===== config.mk =====
export PLATFORM = sky130hd
export DESIGN_NAME = ama_riscv_wb_pair
export DESIGN_NICKNAME = d
export VERILOG_FILES = /design/src/rtl/ama_riscv_wb_pair.sv
export SDC_FILE = /design/constraint.sdc
export NUM_CORES = 1
export LEC_CHECK = 0
export CORE_MARGIN = 4
export CORE_UTILIZATION = 40
export DETAILED_ROUTE_END_ITERATION = 16
export HOLD_SLACK_MARGIN = 0.03
export MAX_ROUTING_LAYER = met4
export PLACE_DENSITY_LB_ADDON = 0.1
export SLEW_MARGIN = 15
export SYNTH_ARGS = -nofsm -noshare
export SYNTH_HDL_FRONTEND = slang
export SYNTH_SLANG_ARGS = --single-unit

===== constraint.sdc =====
create_clock -name clk -period 1.5 [get_ports clk]
set_input_delay 0.3 -clock clk [delete_from_list [all_inputs] [get_ports clk]]
set_output_delay 0.3 -clock clk [all_outputs]
set_load 0.01 [all_outputs]

===== src/rtl/ama_riscv_wb_pair.sv =====
// Writeback sequencer: writes a plain result or a widened pair (rd, rd+1) to the single RF write port.
// Optional odd-rd pair trap enabled by defining AMA_RISCV_WB_PAIR_ODD_TRAP_EN.
module ama_riscv_wb_pair #(
    parameter int ADDR_W = 5,
    parameter int XLEN   = 32
) (
    input  logic              clk,
    input  logic              rst_n,
    input  logic              in_valid,
    output logic              in_ready,
    input  logic [2*XLEN-1:0] in_data,
    input  logic [ADDR_W-1:0] in_rd,
    input  logic              in_pair,
    input  logic              flush,
    output logic              rf_we,
    output logic [ADDR_W-1:0] rf_addr,
    output logic [XLEN-1:0]   rf_wdata,
    output logic              busy,
    output logic              err
);

    typedef enum logic {IDLE, HI} state_t;

    state_t            state, state_nxt;
    logic [XLEN-1:0]   hi_data, hi_data_nxt;
    logic [ADDR_W-1:0] hi_addr, hi_addr_nxt;
    logic              we_nxt;
    logic [ADDR_W-1:0] addr_nxt;
    logic [XLEN-1:0]   wdata_nxt;
    logic              accept;
    logic              odd_trap;

    assign in_ready = (state == IDLE) && !flush;
    assign accept   = in_valid && in_ready;
    assign busy     = (state == HI);

`ifdef AMA_RISCV_WB_PAIR_ODD_TRAP_EN
    assign odd_trap = accept && in_pair && in_rd[0];

    always_ff @(posedge clk or negedge rst_n) begin
        if (!rst_n) err <= 1'b0;
        else        err <= odd_trap;
    end
`else
    assign odd_trap = 1'b0;
    assign err      = 1'b0;
`endif

    always_comb begin
        state_nxt   = state;
        we_nxt      = 1'b0;
        addr_nxt    = rf_addr;
        wdata_nxt   = rf_wdata;
        hi_data_nxt = hi_data;
        hi_addr_nxt = hi_addr;
        case (state)
            IDLE: begin
                if (accept && !odd_trap) begin
                    addr_nxt  = in_rd;
                    wdata_nxt = in_data[XLEN-1:0];
                    // x0 is never written, but the port still shows the address/data
                    we_nxt    = (in_rd != '0);
                    if (in_pair) begin
                        hi_data_nxt = in_data[2*XLEN-1:XLEN];
                        hi_addr_nxt = in_rd + 1'b1;
                        state_nxt   = HI;
                    end
                end
            end
            HI: begin
                state_nxt = IDLE;
                if (!flush) begin
                    addr_nxt  = hi_addr;
                    wdata_nxt = hi_data;
                    we_nxt    = (hi_addr != '0);
                end
            end
            default: state_nxt = IDLE;
        endcase
    end

    always_ff @(posedge clk or negedge rst_n) begin
        if (!rst_n) begin
            state    <= IDLE;
            rf_we    <= 1'b0;
            rf_addr  <= '0;
            rf_wdata <= '0;
            hi_data  <= '0;
            hi_addr  <= '0;
        end else begin
            state    <= state_nxt;
            rf_we    <= we_nxt;
            rf_addr  <= addr_nxt;
            rf_wdata <= wdata_nxt;
            hi_data  <= hi_data_nxt;
            hi_addr  <= hi_addr_nxt;
        end
    end

endmodule


==> metrics.md <==
| Metric | Value |
|---|---|
| Setup violations, final | `38` |
| Worst path cell trace | `buf_6, nor4bb_4, buf_6, buf_12, buf_16, mux2_4` |
| Seq cells post-synth | `76` |
| Worst hold path class | `register to register` |
| Global Route met1 Usage | `22.2%` |
| TritonCTS sink count | `76` |
| Crit path time final | `1.62 ns` |
| CTS tree | `done` |
| Post-route ant nets | `0` |
| # rows | `32` |
| Worst Setup End Kind | `register` |
| Share of layout cells above drive strength 1 | `20.0%` |
| Sequential area share after synthesis | `58.5%` |
| Overall global routing resource usage | `17.6%` |
| Clock skew | `0.00702 ns` |
| Violated checks | `setup timing` |
| Core footprint | `7810 sq um` |
| Commonest non-fill, non-tap cell in the layout | `dfrtp_1` |
| Largest net degree at the start of global routing | `77` |
| Avg Cell Area, Syn | `12.3 sq um` |
| Critical path arrival | `1.84 ns` |
| Die footprint | `9630 sq um` |
| Critical path data required time | `1.72 ns` |
| Total grt overflow | `0` |
| Initial DRC count | `78` |
| GRT met2 Usage | `27.9%` |
| Via count | `2,420` |
| Crit path max-delay family | `buffers and inverters` |
| RSZ-0062 raised after global routing | `yes` |
| Cts bufs inserted | `9` |
| CP max-delay cell | `dfrtp_2` |
| CTS H-tree depth | `3` |
| CTS root buf | `clkbuf_8` |
| WS Path Type | `register to register` |
| Die Width | `98.1 um` |
| Grt peak-use layer | `met2` |
| Most Frequent Cell on Critical Path | `buf_6` |
| HPWL after detailed placement | `5280 um` |
| NumNets Final | `474` |
| Routed wire per std cell | `16.0 um` |
| Final core utilization | `63.9%` |
| CP bufs+invs | `4` |
| Syn Std Cell Area | `3250 sq um` |
| Clk slew on worst S/H paths | `0.07 ns` |
| Final hold vios | `0` |
| Clk_lat worst skew | `0.34 ns` |
| Diode count | `0` |
| Synthesized net count | `341` |
| Clk buf depth | `2` |
| Met3 Usage GRT | `4.21%` |
| CP Max Fanout | `6` |
| F_max | `619 MHz` |
| Pre-CTS WS | `-0.430 ns` |
| DRC | `0` |
| Post-route setup slack | `-0.115 ns` |
| Max stage delay on crit path | `0.42 ns` |
| Most frequent cells in the layout | `75 x dfrtp_1, 71 x clkdlybuf4s50_1, 39 x dlygate4sd2_1` |
| CP Launch Type | `register` |
| Lkg Pwr | `2.25 nW` |
| Starting Density | `41.6%` |
| PortBufs | `113` |
| Number of I/O pins | `115` |
| Global-route wire length before repair | `13,100 um` |
| RePlAce Congestion | `0.776` |
| Status | `finished, violations left` |
| Vias in the first global route | `2,625` |
| First-pass detailed-route iteration total | `4` |
| Total Power | `5.22 mW` |
| Final wirelength | `8030 um` |
| Cell variety after synth | `23` |
| P&R area growth vs syn | `53.5%` |
| Max-slew violations | `0` |
| Yosys synthesis warning count | `0` |
| Max-Cap Viols | `0` |
| Initial antenna violation count | `0` |
| Fin crit share | `108%` |
| Via density | `4.81` |
| Syn Inst Count | `265` |
| Worst ir drop on vdd | `0.557 mV` |
| Pwr Density | `1050 nW/um^2` |
| Die span in y | `98.1 um` |
power by group:
group | internal (mW) | switching [mW]
Sequential | 2.41 | 0.203
Combinational | 0.736 | 0.463
Clock | 0.713 | 0.699
Total | 3.86 | 1.37
worst min-delay path: cells and delay by family (launching register included):
family          cells  cell delay, ns
flops               1            0.34
compound gates      1            0.06
simple gates        1            0.04
flip-flops by register name, indices dropped and copies added, names as in the netlist:
register and count:
busy 1, hi_addr 5, rf_wdata 32, rf_addr 5
rf_we 1, hi_data 32
stage by stage:
stage          hold WS [ns]  TNS, ns  instance area (sq um)  std cells
2_1_floorplan       0.00441    -1.11                   3260        265
3_3_place_gp          0.352   -18.16                   4600        479
3_5_place_dp          0.353   -18.53                   4600        479
4_1_cts               0.483    -3.14                   4990        505
5_1_grt               0.512    -4.58                   4990        503
6_report              0.476    -2.50                   4990        503
worst paths after layout:
| path | to | start | depth (start not counted) | slack, ns |
|---|---|---|---|---|
| max in group asynchronous | busy$_DFF_PN0_ | rst_n | 3 | 0.64 |
| hold reg to reg | rf_wdata[0]$_DFFE_PN0P_ | rf_wdata[0]$_DFFE_PN0P_ | 2 | 0.48 |
| hold / removal | rf_wdata[0]$_DFFE_PN0P_ | rf_wdata[0]$_DFFE_PN0P_ | 2 | 0.48 |
| setup reg to reg | hi_data[15]$_DFFE_PN0P_ | busy$_DFF_PN0_ | 6 | -0.12 |
| setup / recovery | hi_data[15]$_DFFE_PN0P_ | busy$_DFF_PN0_ | 6 | -0.12 |
| min in group asynchronous | rf_wdata[2]$_DFFE_PN0P_ | rst_n | 3 | 0.51 |
Yosys cell counts, drive strengths merged:
library cell,n,area [sq um]
a21oi,4,20.0
a311oi,1,8.76
nor4bb,1,10.0
clkbuf,4,15.0
mux2i,37,370
nor4,1,6.26
ha,2,25.0
or4b,1,10.0
nor2,4,15.0
nand3,2,10.0
xnor2,1,8.76
buf,15,105
mux2,33,372
conb,1,3.75
inv,3,11.3
dfrtp,76,1900
xor2,2,17.5
o21bai,1,7.51
nand2,38,143
o21ai,38,190
layout make-up:
type,count,area [sq um]
timing repair buffer,141,1400
clock buffer,12,165
clock inverter,2,10.0
inverter,3,11.3
fill,654,2820
multi-input combinational,167,1370
tap,102,128
sequential,76,1900
what timing repair did:
item,in CTS,in global routing
cloned,1,0
endpoints found under the hold margin,76,0
pin swaps,1,0
setup buffers,10,0
gates resized for setup,85,12
hold buffers,1,0
endpoints found under the setup margin,74,39
cells by family after synthesis:
family	synth area share (%)
buffers and inverters	4.04
other	0.115
and+or+nand+nor	5.97
xor gates and xnor gates	0.808
muxes	22.8
DFF	58.5
AOI/OAI and AO/OA	6.97
adders and majority gates	0.770
layer usage:
metal / part of all wire (%) / routed length (um)
met1: 45 / 3580
met2: 49 / 3900
met3: 5.2 / 419
met4: 1.6 / 125
met5: 0 / 0
Note: power is estimated with default switching activity, not from simulation.
==> patch 1 (same flow settings) <==
Change the parameter `XLEN` from 32 to 28.
--- a/src/rtl/ama_riscv_wb_pair.sv
+++ b/src/rtl/ama_riscv_wb_pair.sv
@@ -2,7 +2,7 @@
 // Optional odd-rd pair trap enabled by defining AMA_RISCV_WB_PAIR_ODD_TRAP_EN.
 module ama_riscv_wb_pair #(
     parameter int ADDR_W = 5,
-    parameter int XLEN   = 32
+    parameter int XLEN   = 28
 ) (
     input  logic              clk,
     input  logic              rst_n,
Ports: changed (resized in_data and rf_wdata); port bits go from 115 to 103. No check against the original RTL was run, so the function may have changed too.
==> patch 1 against the unedited design <==
Critical path depth shrank 2. Final cell count shrank 9.1%. Wire length shrank 19%. Non-clock buffer count shrank 21. Sequential cell count shrank 8. Power shrank 3.8%. Critical endpoint is now hi_data[1]$_DFFE_PN0P_. Global-route usage shrank 1.8 points. Synthesized area shrank 8.7%. Die area shrank 8.0%. Via count shrank 12%. Clock skew shrank 0.0036 ns. Largest power group unchanged. Cell area shrank 12%. Worst setup slack gained 0.17 ns.
==> patch 1: results (changes against the unedited design) <==
stage;metric;value;unit;change
cells_and_area;nFillCells;619;;was 654
synthesis;syn-num-nets;306;;was 341
cells_and_area;clock_cell_area_share;0.0534;;was 0.0351
cells_and_area;multi_input_area;1160;um^2;was 1370 um^2
critical_path;cp_slowest_cell;clkdlybuf4s50_1;;was dfrtp_2
routing;dr.pass1.iters;6;;was 4
critical_path;reg2reg_slack;0.07;ns;was -0.12 ns
critical_path;crit_end;hi_data[1]$_DFFE_PN0P_;;was hi_data[15]$_DFFE_PN0P_
cells_and_area;num-multi-input-gates;151;;was 167
global_routing;grt_first_pass_wirelength;10400;um;was 13100 um
pwr;clk-power;1.71;mW;was 1.41 mW
status;status;finished clean;;was complete, but fails checks
sta;fin_skew;0.00341;ns;was 0.00702 ns
place;dpl.hpwl;4680;um;was 5280 um
cells_and_area;regArea;1700;um^2;was 1900 um^2
synthesis;synthMuxAreaShare;0.235;;was 0.228
place;gp_congestion;0.749;;was 0.776
place;portBuffers;101;;was 113
critical_path;rr_worst_depth;3;;was 6
worst_hold_path;holdCritStartpoint;rf_wdata[19]$_DFFE_PN0P_;;was rf_wdata[0]$_DFFE_PN0P_
cells_and_area;drive_gt1_frac;0.187;;was 0.200
pwr;p_leak;1.96;nW;was 2.25 nW
synthesis;synth_compound_area_frac;0.0696;;was 0.0697
sta;fmax;693;MHz;was 619 MHz
pwr;power_switching;1.20;mW;was 1.37 mW
synthesis;yosys-top-cells-count;68 x dfrtp_1, 34 x nand2_1, 34 x o21ai_0, 33 x mux2i_1, 18 x mux2_2;;was 76 x dfrtp_1, 38 x nand2_1, 38 x o21ai_0, 37 x mux2i_1, 31 x mux2_1
pwr;power.share.combinational;0.196;;was 0.230
clocking;postCtsSetupRepairBufs;0;;was 10
routing;vias;2122;;was 2420
cells_and_area;buffers;120;;was 141
die;core;7210;um^2;was 7810 um^2
critical_path;cp.arrival;1.66;ns;was 1.84 ns
critical_path;crit_fanout;7;;was 6
synthesis;synthTopCellsByArea;dfrtp_1 57%, mux2i_1 11%, mux2_2 6.8%, o21ai_0 5.7%, mux2_4 5.6%;;was dfrtp_1 59%, mux2i_1 11%, mux2_1 11%, o21ai_0 5.9%, nand2_1 4.4%
worst_hold_path;hold_path_end;rf_wdata[19]$_DFFE_PN0P_;;was rf_wdata[0]$_DFFE_PN0P_
==> patch 1: cell count changes in the layout (fill, tap and decap cells not counted), sizes merged <==
| cell | before | now |
|---|---|---|
| and4bb | 0 | 1 |
| buf | 30 | 19 |
| bufinv | 0 | 2 |
| clkdlybuf4s15 | 0 | 1 |
| clkdlybuf4s50 | 71 | 64 |
| dfrtp | 76 | 68 |
| dlygate4sd2 | 39 | 35 |
| mux2 | 33 | 29 |
| mux2i | 37 | 33 |
| nand2 | 38 | 34 |
| nor4bb | 1 | 0 |
| o21ai | 38 | 34 |
==> patch 1: cell families (layout without fill, tap and decap cells) <==
group,after synthesis,count (layout)
AOI/OAI and AO/OA,40,40
xor gates and xnor gates,3,3
adders and majority gates,2,2
buffers and inverters,19,139
DFF,68,68
muxes,62,62
other,1,1
and+or+nand+nor,43,43
==> patch 1: what timing repair did <==
item                       4_1_cts  5_1_grt
hold endpoints to repair        68        0
hold buffers                     1        0
pin swaps                        0        0
gates resized for setup         37        3
setup endpoints to repair       52       26
==> patch 1: routing by layer <==
metal | GRT usage | up-vias | part of all wire
met4 | 0.0686 | 0 | 0.015
li1 | - | 1051 | -
met1 | 0.207 | 989 | 0.45
met3 | 0.0337 | 10 | 0.073
met2 | 0.237 | 72 | 0.47
met5 | - | - | 0
==> patch 1: stage by stage <==
step                hold slack (ns)  setup TNS, ns  std cells  cell area, um^2
finish                        0.470              0        457             4410
global route                  0.500              0        457             4410
CTS                           0.481              0        457             4400
detailed placement            0.353         -10.61        440             4190
global placement              0.353          -9.33        440             4190
floorplan                   0.00441              0        238             2970
==> patch 1: critical path: cells and delay by family <==
family | cells | cell delay, ns
simple gates | 1 | 0.41
mux | 1 | 0.33
buf+inv | 2 | 0.62
==> patch 2 (same flow settings) <==
Made on the original files. `rf_addr`, `rf_wdata`, `hi_data` and `hi_addr` no longer have a reset.
--- a/src/rtl/ama_riscv_wb_pair.sv
+++ b/src/rtl/ama_riscv_wb_pair.sv
@@ -83,18 +83,17 @@
         if (!rst_n) begin
             state    <= IDLE;
             rf_we    <= 1'b0;
-            rf_addr  <= '0;
-            rf_wdata <= '0;
-            hi_data  <= '0;
-            hi_addr  <= '0;
         end else begin
             state    <= state_nxt;
             rf_we    <= we_nxt;
-            rf_addr  <= addr_nxt;
-            rf_wdata <= wdata_nxt;
-            hi_data  <= hi_data_nxt;
-            hi_addr  <= hi_addr_nxt;
         end
+    end
+
+    always_ff @(posedge clk) begin
+        rf_addr  <= addr_nxt;
+        rf_wdata <= wdata_nxt;
+        hi_data  <= hi_data_nxt;
+        hi_addr  <= hi_addr_nxt;
     end
 
 endmodule
Formal check against the unedited RTL: not equivalent (a bounded check fails within 4 cycles, from zero or initial values and one cycle with rst_n low).
==> patch 2 against the unedited design <==
Synthesized area is 13% lower. Wire length decreased by 28%. Worst setup slack improved by 0.17 ns. Cell area fell by 12%. Global-route usage is 3.0 points lower. Sequential cell count is the same. Non-clock buffer count is 13 lower. Hold slack worse by 0.35 ns. Core utilization grew 0.37 points. Maximum frequency grew 12%.
Power is not compared: it rests on default switching activity, and its combinational part moved more than twofold at a synthesized area within 25%.
==> patch 2: results (changes against the unedited design) <==
stage;metric;value;unit;change
place;dpl.hpwl;4230;um;was 5280 um
synthesis;synth_adder_area_share;0.00881;;was 0.00770
clocking;clock-root-buffer;clkbuf_8;;unchanged
synthesis;async_flop_share;0.0263;;was 1.00
clocking;htreeDepth;3;;unchanged
synthesis;synthDistinctLibCells;19;;was 23
place;placed_area;4240;um^2;was 4600 um^2
synthesis;synthMuxAreaShare;0.139;;was 0.228
global_routing;met1_usage;0.168;;was 0.222
routing;wl_met1;2320;um;was 3580 um
clocking;postCtsSetupRepairBufs;0;;was 10
synthesis;synth_edf_count;74;;was 0
cells_and_area;antennaDiodeCount;0;;unchanged
global_routing;use_met3;0.0443;;was 0.0421
routing;dr.pass1.iters;4;;unchanged
cells_and_area;finalNetCount;349;;was 474
sta;fmax;694;MHz;was 619 MHz
global_routing;busiest_layer;met2;;unchanged
routing;drc;0;;unchanged
routing;routed.top_layer;met4;;unchanged
synthesis;yosys-top-cells-count;74 x edfxtp_1, 35 x mux2_2, 5 x buf_2, 3 x inv_1, 3 x nor2_1;;was 76 x dfrtp_1, 38 x nand2_1, 38 x o21ai_0, 37 x mux2i_1, 31 x mux2_1
worst_hold_path;hp-class;primary input to async pin;;was flip-flop to flip-flop
synthesis;synth_compound_area_frac;0.00837;;was 0.0697
routing;first_iter_violations;49;;was 78
global_routing;grtUsageMet2;0.237;;was 0.279
routing;viasPerCell;4.45;;was 4.81
clocking;numCtsBuffers;9;;unchanged
place;portBuffers;113;;unchanged
sta;fin_skew;0.00844;ns;was 0.00702 ns
synthesis;synthTopCellsByArea;edfxtp_1 78%, mux2_2 14%, dfrtp_1 1.8%, buf_2 0.88%, ha_1 0.88%;;was dfrtp_1 59%, mux2i_1 11%, mux2_1 11%, o21ai_0 5.9%, nand2_1 4.4%
routing;met2_length;3040;um;was 3900 um
global_routing;grt_use_total;0.146;;was 0.176
routing;wl_met3;393;um;was 419 um
global_routing;grt_max_degree;29;;was 77
critical_path;crit_fanout;3;;was 6
place;gp_congestion;0.728;;was 0.776
synthesis;syn-num-nets;216;;was 341
cells_and_area;drive_gt1_frac;0.255;;was 0.200
synthesis;synth-xor-area-share;0.00925;;was 0.00808
clocking;cts_buffer_depth;2;;unchanged
pwr;p_leak;1.59;nW;
pwr;peakVddDrop;0.515;mV;
global_routing;first_global_vias;1819;;was 2625
clocking;clk_pin_slew_worst_paths;0.08;ns;
synthesis;ys_seq_area_frac;0.800;;was 0.585
routing;wire_per_inst;15.5;um;was 16.0 um
global_routing;grt_first_pass_wirelength;9050;um;was 13100 um
critical_path;r2r_start;busy$_DFF_PN0_;;unchanged
synthesis;yosysWarnings;0;;unchanged
cells_and_area;top_regs;hi_data (32), rf_wdata (32);;unchanged
clocking;clock_latency;0.34;ns;about the same
critical_path;critPathLaunchType;flip-flop;;unchanged
status;status;finished clean;;was complete, but fails checks
global_routing;antenna_found_initial;0;;unchanged
critical_path;cp.arrival;1.14;ns;was 1.84 ns
[patch 2: cell type report]
cell class              instances  area (um^2)
fillers                       548         2440
multi-input cells              55          544
inverters                       3         11.3
repair buffers                128         1240
flip-flops and latches         76         2270
clock buffers                   9          124
well taps                      96          120
clock inverters                 7         76.3
[patch 2: per-stage QoR]
stage	power (mW)	hold slack, ns	std cells	TNS [ns]	worst slack [ns]
2_1_floorplan	2.67	0.00441	140	-8.51	-0.151
3_5_place_dp	3.05	0.475	358	-9.57	-0.265
5_1_grt	4.68	0.118	374	0	0.00655
6_report	4.50	0.121	374	0	0.0585
3_3_place_gp	3.04	0.478	358	-8.74	-0.212
4_1_cts	4.55	0.102	374	0	0.0142
[patch 2: repair_timing]
action | in CTS | in global routing
gates resized for setup | 42 | 1
pin swaps | 0 | 0
hold buffers | 0 | 0
endpoints found under the setup margin | 40 | 1
[patch 2: where the power goes]
part	internal, mW	leakage, nW	switching (mW)	total (mW)
Clock	0.776	0.0958	0.768	1.54
Sequential	2.44	0.713	0.0201	2.46
Combinational	0.321	0.779	0.174	0.495
Total	3.53	1.59	0.963	4.50
[patch 2: critical path: stages (launching register included)]
cell and delay (ns):
dfrtp_2 0.42, buf_4 0.15, clkdlybuf4s15_1 0.24
[patch 2: path summary, 6_finish.rpt]
path | slack [ns] | to | cells past startpoint
max reg2reg | 0.12 | rf_wdata[21]$_DFFE_PP_ | 4
max in group asynchronous | 1.25 | busy$_DFF_PN0_ | 1
min | 0.12 | rf_we$_DFF_PN0_ | 1
max | 0.06 | busy | 2
min in group clk | 0.51 | hi_data[8]$_DFFE_PP_ | 1
min reg2reg | 0.55 | rf_wdata[20]$_DFFE_PP_ | 1
